File: src/rtl/mem_port_arbiter.sv
// mem_port_arbiter
//   Shares one single-ported, fixed-latency memory between the core's
//   instruction-fetch port and its load/store data port. Each access is
//   issued with a one-cycle m_en strobe, waits WAIT_STATES cycles, captures
//   m_rdata into the owning port's rdata register and pulses that port's ack.
//   Data requests win collisions unless the fetch port has already been
//   passed over STARVE_MAX times.
//
// Ports
//   clk, rst              clock and asynchronous active-high reset
//   if_req/if_addr        fetch request (level, held until if_ack)
//   if_rdata/if_ack       fetched word and one-cycle completion pulse
//   d_req/d_addr/d_we/
//   d_wdata               data request (d_we == 0 means load)
//   d_rdata/d_ack         load word and one-cycle completion pulse
//   m_en/m_addr/m_we/
//   m_wdata/m_rdata       registered memory interface
//   stall                 combinational: a request is pending and not acked
module mem_port_arbiter #(
  parameter int ADDR_W      = 32,
  parameter int DATA_W      = 32,
  parameter int WAIT_STATES = 1,
  parameter int STARVE_MAX  = 4
) (
  input  logic              clk,
  input  logic              rst,
  input  logic              if_req,
  input  logic [ADDR_W-1:0] if_addr,
  output logic [DATA_W-1:0] if_rdata,
  output logic              if_ack,
  input  logic              d_req,
  input  logic [ADDR_W-1:0] d_addr,
  input  logic [3:0]        d_we,
  input  logic [DATA_W-1:0] d_wdata,
  output logic [DATA_W-1:0] d_rdata,
  output logic              d_ack,
  output logic              m_en,
  output logic [ADDR_W-1:0] m_addr,
  output logic [3:0]        m_we,
  output logic [DATA_W-1:0] m_wdata,
  input  logic [DATA_W-1:0] m_rdata,
  output logic              stall
);

  localparam logic [3:0] WAIT_INIT  = 4'(WAIT_STATES);
  localparam logic [3:0] STARVE_LIM = 4'(STARVE_MAX);

  typedef enum logic [1:0] {
    IDLE   = 2'd0,
    BUSY_I = 2'd1,
    BUSY_D = 2'd2
  } state_e;

  state_e              state_q,    state_d;
  logic [3:0]          wait_q,     wait_d;
  logic [3:0]          starve_q,   starve_d;
  logic                m_en_q,     m_en_d;
  logic [3:0]          m_we_q,     m_we_d;
  logic [ADDR_W-1:0]   m_addr_q,   m_addr_d;
  logic [DATA_W-1:0]   m_wdata_q,  m_wdata_d;
  logic [DATA_W-1:0]   if_rdata_q, if_rdata_d;
  logic [DATA_W-1:0]   d_rdata_q,  d_rdata_d;
  logic                if_ack_q,   if_ack_d;
  logic                d_ack_q,    d_ack_d;

  // A port acked this cycle is about to drop its request, so it must not be
  // granted again on the strength of the stale level.
  logic i_elig, d_elig;
  assign i_elig = if_req & ~if_ack_q;
  assign d_elig = d_req  & ~d_ack_q;

  // Arbitration, access sequencing and next-state logic.
  always_comb begin
    state_d    = state_q;
    wait_d     = wait_q;
    starve_d   = starve_q;
    m_en_d     = 1'b0;
    m_we_d     = 4'b0000;
    m_addr_d   = m_addr_q;
    m_wdata_d  = m_wdata_q;
    if_rdata_d = if_rdata_q;
    d_rdata_d  = d_rdata_q;
    if_ack_d   = 1'b0;
    d_ack_d    = 1'b0;

    case (state_q)
      IDLE: begin
        // Data wins a collision unless fetch has been passed over STARVE_MAX times.
        if (d_elig && (!i_elig || (starve_q != STARVE_LIM))) begin
          state_d   = BUSY_D;
          wait_d    = WAIT_INIT;
          m_en_d    = 1'b1;
          m_we_d    = d_we;
          m_addr_d  = d_addr;
          m_wdata_d = d_wdata;
          // if_req may be high only because its ack is in this cycle; that
          // still counts towards the starvation count.
          if (if_req && (starve_q < STARVE_LIM)) begin
            starve_d = starve_q + 4'd1;
          end else begin
            starve_d = starve_q;
          end
        end else if (i_elig) begin
          state_d   = BUSY_I;
          wait_d    = WAIT_INIT;
          m_en_d    = 1'b1;
          m_we_d    = 4'b0000;
          m_addr_d  = if_addr;
          m_wdata_d = {DATA_W{1'b0}};
          starve_d  = 4'd0;
        end else begin
          state_d = IDLE;
        end
      end

      BUSY_I, BUSY_D: begin
        // wait_q reaches zero in the cycle m_rdata is valid.
        if (wait_q == 4'd0) begin
          state_d = IDLE;
          if (state_q == BUSY_I) begin
            if_rdata_d = m_rdata;
            if_ack_d   = 1'b1;
          end else begin
            d_rdata_d = m_rdata;
            d_ack_d   = 1'b1;
          end
        end else begin
          wait_d = wait_q - 4'd1;
        end
      end

      default: begin
        state_d = IDLE;
      end
    endcase
  end

  // State and output registers; reset abandons any access in flight.
  always_ff @(posedge clk or posedge rst) begin
    if (rst) begin
      state_q    <= IDLE;
      wait_q     <= 4'd0;
      starve_q   <= 4'd0;
      m_en_q     <= 1'b0;
      m_we_q     <= 4'b0000;
      m_addr_q   <= {ADDR_W{1'b0}};
      m_wdata_q  <= {DATA_W{1'b0}};
      if_rdata_q <= {DATA_W{1'b0}};
      d_rdata_q  <= {DATA_W{1'b0}};
      if_ack_q   <= 1'b0;
      d_ack_q    <= 1'b0;
    end else begin
      state_q    <= state_d;
      wait_q     <= wait_d;
      starve_q   <= starve_d;
      m_en_q     <= m_en_d;
      m_we_q     <= m_we_d;
      m_addr_q   <= m_addr_d;
      m_wdata_q  <= m_wdata_d;
      if_rdata_q <= if_rdata_d;
      d_rdata_q  <= d_rdata_d;
      if_ack_q   <= if_ack_d;
      d_ack_q    <= d_ack_d;
    end
  end

  assign m_en     = m_en_q;
  assign m_we     = m_we_q;
  assign m_addr   = m_addr_q;
  assign m_wdata  = m_wdata_q;
  assign if_rdata = if_rdata_q;
  assign if_ack   = if_ack_q;
  assign d_rdata  = d_rdata_q;
  assign d_ack    = d_ack_q;
  assign stall    = (if_req & ~if_ack_q) | (d_req & ~d_ack_q);

endmodule

File: config.mk
export PLATFORM = sky130hd
export DESIGN_NAME = mem_port_arbiter
export DESIGN_NICKNAME = d
export VERILOG_FILES = /design/src/rtl/mem_port_arbiter.sv
export SDC_FILE = /design/constraint.sdc
export NUM_CORES = 1
export LEC_CHECK = 0
export BUFFER_PORTS_ARGS = -buffer_cell sky130_fd_sc_hd__buf_2
export CORE_ASPECT_RATIO = 0.8
export CORE_MARGIN = 5
export CORE_UTILIZATION = 47
export DETAILED_ROUTE_END_ITERATION = 6
export MAX_ROUTING_LAYER = met4
export PLACE_DENSITY = 0.83
export SYNTH_ARGS = -nofsm -noshare
export SYNTH_HDL_FRONTEND = slang
export SYNTH_SLANG_ARGS = --single-unit
File: constraint.sdc
create_clock -name clk -period 5.6 [get_ports clk]
set_input_delay 1.12 -clock clk [delete_from_list [all_inputs] [get_ports clk]]
set_output_delay 1.12 -clock clk [all_outputs]
set_load 0.01 [all_outputs]
After elaboration in Yosys (flattened, before gate mapping):

Cells that the tools add are included.

* input bits: 136
* output and inout bits: 136
* register bits after elaboration: 145

* add/sub/neg operators: 2
* order comparisons: 1
* muxes and demuxes: 26
* bitwise logic cells: 6
* reductions and logical operators: 14
* equality and inequality tests: 7

Operator list (count)
* $mux 32: 4
* $mux 4: 8
* $reduce_and 3->1: 4
* $mux 1: 10
* $pmux 4 s2: 1
* $add 4x1->4 const B: 1
* $logic_not 4->1: 1
* $lt 4x3->1 const B: 1
* $mux 2: 2
* $ne 2x2->1 const B: 2
* $ne 4x3->1 const B: 1
* $pmux 2 s2: 1
* $reduce_bool 2->1: 2
* $sub 4x1->4 const B: 1
* $ne 3x3->1 const B: 1
* $not 1->1: 3
* $and 1x1->1: 2
* $eq 2x1->1 const B: 1
* $eq 2x2->1 const B: 1
* $logic_and 1x1->1: 2
* $logic_not 2->1: 1
* $ne 2x1->1 const B: 1
* $reduce_and 2->1: 1
* $reduce_or 2->1: 1
* other kinds (3): 3

Logic depth before layout (Yosys ltp):

* word-level depth: 7
* depth in mapped cells: 9

Worst setup path after synthesis:

OpenSTA, ideal clock, no wires.

* path type: input to output
* start point: input port d_req
* end point: output port stall
* slack: 2938 ps
* data required time: 4480 ps
* cell stages on the path: 3
* path buffers: 0
* arrival time: 1542 ps
* cell sequence: nand2b_1 > and2_1 > inv_2

* longest elaborated chain between the ends: 2

RTL lines
* start: declaration: RTL line 31 `input logic d_req,`
* $and 1x1->1: RTL line 175 `assign stall = (if_req & ~if_ack_q) | (d_req & ~d_ack_q);`
* $or 1x1->1: RTL line 175
* end: declaration: RTL line 42 `output logic stall`

Every way passes these cells.

Worst setup path in the final report:

* start point: input port if_req
* end point: output port stall

* longest elaborated chain between the ends: 2

RTL lines
* start: declaration: RTL line 27 `input logic if_req,`
* $and 1x1->1: RTL line 175
* $or 1x1->1: RTL line 175

Every way passes these cells.

==> key figures <==
Layout
  • Most common cell after layout, fill and taps aside: buf_2
  • Layout Nets: 846
  • Layout cells sized above 1: approximately half
  • Cell area after layout: roughly 8000 µm²
  • Fill cells: ~940
  • Most frequent cells in the layout: 271 x buf_2, 145 x dfrtp_1, 67 x nor2_1
  • Non-Filler Instances: slightly below 900
  • Area Growth Syn to Fin: 33.25%

Clock network
  • CTS clk-pin slew, worst paths: 0.06 ns
  • Setup Buffers After CTS: 0
  • Hold buffer count at cts: 0
  • TritonCTS Buffers: 17
  • CTS Buffer Depth: 2
  • Worst-Skew Late Latency: a little over 0.4 ns
  • CTS Root Cell: clkbuf_16
  • CTS resizes: 0
  • Clk sinks: between 100 and 150
  • CTS tree: done
  • H-tree Lvls: 4

Synth
  • Synthesized area: a little under 6000 µm²
  • Top FF cell, synth: dfrtp_1
  • Synth cell types: roughly 40
  • Syn. warnings: 0
  • Synthesized Nets: ~580
  • Yosys top cell area share: between 60% and 70%
  • Mapped Cells: 435
  • Post-synth EDFFs: 0
  • Syn Area/Cell: ~14 µm²
  • Synth top area cells: dfrtp_1 62%, mux2_4 7.4%, mux2_2 5.4%, a22o_1 4.8%, nor2_1 4.3%
  • Yosys reg bits: 145
  • Area leader, netlist: dfrtp_1
  • Ys async rst share: 100.0%
  • Sequential area share after synthesis: 61.65%

Pwr
  • Combinational Power Share: between 40% and 50%
  • Leakage power: about 4 nW
  • Overall Power: between 0.004 and 0.005 W
  • Sw power: approximately 0.0018 W
  • Clock power share: 21.7%
  • Pint: approximately 0.0031 W
  • Sequential power share: 37.8%
  • Sw frac: 36.28%
  • Peak supply drop: 316.6 µV
  • Pwr dens: 619.1 nW/µm²

Hold path
  • Hold Crit Class: reg -> reg

STA
  • Final setup viols: 0
  • Final slew viol count: 0
  • RSZ-0062 raised after global routing: false
  • Tightest Pin Transition: 1.237 ns
  • Setup TNS: 0 ns
  • Fmax: ~340 MHz
  • Min setup slack post-route: approximately 2.6 ns
  • Relative slew slack: 17.28%
  • Setup Skew: around 0.012 ns
  • Final min period: about 3 ns
  • Tcrit/Tclk final: 52.87%
  • Fin. Hold Viols: 0

Worst setup path
  • Reg-to-Reg End: m_wdata[13]
  • Worst endpoint data arrival time: between 1.5 and 2 ns
  • Reg2reg path depth: 5
  • CP Launch Point: if_req
  • Top cell by count, worst path: buf_2
  • Max stage delay cell, worst path: and2_1
  • Flop-to-flop setup slack: between 3 and 4 ns
  • Crit-path max cell delay: approximately 0.22 ns
  • Worst Setup End Kind: output pin
  • R2r startpoint: state_q[0]
  • CP Cell Sequence: buf_2 > nand2b_1 > and2_1 > inv_2 > buf_2
  • CP Class: in -> out
  • Required time of the worst setup path: approximately 4.5 ns
  • Max FO, Critical Path: 6
  • CP endpoint: stall
  • Type of origin of the critical path: input pin

Detailed routing
  • Drt drc: 0
  • Vias/cell: 5.155
  • Total Wirelength: approximately 16000 µm
  • Detailed Routing Iterations Pass 1: 5
  • Routed vias: ~4600
  • Wire per inst: 17.77 µm
  • Starting DRC count in detailed routing: 272
  • Routed Antenna Nets: 0

Global routing
  • Total GRT Usage: 21.88%
  • Largest net degree at the start of global routing: 96
  • Vias in the first global route: around 4900
  • First-pass GRT wire length: 24520 µm
  • Grt ovf: 0
  • Initial antenna violation count: 1

Placement
  • Dpl cells: roughly 860
  • GP Congestion: between 0.8 and 0.9
  • Placed Instance Area: roughly 7300 µm²
  • Port Buffers: 271
  • Worst Setup Slack post-DPL: ~2.6 ns
  • Dpl hpwl: roughly 12000 µm

Floorplanning
  • Initial Util: 48.22%
  • Die area: ~15000 µm²
  • I/O pin count: between 200 and 300
  • Num rows: 36
  • DIE HEIGHT: about 110 µm
  • Die width: 135.1 µm
  • Core Box Area: 12210 µm²

Outcome
  • Status: finished, final reports clean

Job
  • Max cap viols: 0
## registers in the layout, summed over array words and instances (netlist names)
name and count:
state_q 2, m_wdata 32, m_we 4, starve_q 4, d_ack 1, wait_q 4, if_rdata 32, if_ack 1
m_en 1, d_rdata 32, m_addr 32
## area by class of cell
type	count	area (µm²)	area share (%)
Antenna cell	1	2.502	0.03191
Clock buffer	19	442.9	5.648
Timing Repair Buffer	274	1379	17.58
Multi-Input combinational cell	252	2007	25.59
Clock inverter	13	111.4	1.420
Tap cell	171	214.0	2.728
Inverter	14	57.56	0.7339
Sequential cell	145	3628	46.27
## power groups by stage
stage,Combinational [W],Clock (W),Sequential (W)
2_1_floorplan,0.00104,0,0.00203
3_3_place_gp,0.00189,0,0.00181
3_5_place_dp,0.00199,0,0.00183
4_1_cts,0.00200,0.00108,0.00183
5_1_grt,0.00214,0.00113,0.00189
6_report,0.00197,0.00105,0.00183
## synth_stat cells, types with 2 or more instances
library cell and number:
nand2_2 2, inv_2 2, mux2_1 7, nand3b_1 2
a21oi_1 3, a22o_1 32, inv_1 12, ha_1 6
dfrtp_1 145, and2_1 6, mux2i_1 2, o21ai_0 4
nor2_1 67, mux2_4 29, o22ai_1 33, buf_12 3
buf_6 4, nand2_1 4, buf_2 14, buf_4 3
a211o_1 2, nand3_1 4, mux2_2 28, nand2b_1 3
nor3_1 2
## routing by layer
metal	track usage [%]	vias to the layer above	share of wire, %
met3	7.169	21	9.1
li1	-	2080	-
met5	-	-	0
met2	34.52	253	49
met4	7.842	0	1.1
met1	26.78	2229	41
## per-stage QoR
stage          utilization, %  hold WS, ns
4_1_cts                 64.23       0.4923
2_1_floorplan               -       0.4719
3_3_place_gp            59.69       0.4620
6_report                64.25       0.4899
5_1_grt                 64.25       0.5095
3_5_place_dp            59.69       0.4760
## how the worst min path moves through the flow
stage | start | to | depth (start not counted)
2_1_floorplan | starve_q[3] | starve_q[3] | 1
3_3_place_gp | if_rdata[11] | if_rdata[11] | 1
3_5_place_dp | if_rdata[28] | if_rdata[28] | 1
4_1_cts | if_rdata[1] | if_rdata[1] | 1
5_1_grt | m_wdata[3] | m_wdata[3] | 1
6_report | if_rdata[1] | if_rdata[1] | 1
## critical path, delay by kind of cell
family                 cells  cell delay (ns)
buffers and inverters      3             0.30
AND/OR/NAND/NOR            2             0.41
## cells by family (layout without fill, tap and decap cells)
| group | Yosys count | after routing | share of synthesized area, % |
|---|---|---|---|
| AOI/OAI and AO/OA | 83 | 83 | 10.50 |
| adders and majority gates | 6 | 6 | 1.275 |
| buffers and inverters | 38 | 320 | 4.252 |
| DFF | 145 | 145 | 61.65 |
| muxes | 66 | 66 | 14.43 |
| other | 0 | 1 | 0 |
| and+or+nand+nor | 97 | 97 | 7.887 |
Power figures use the tool's default switching activity.
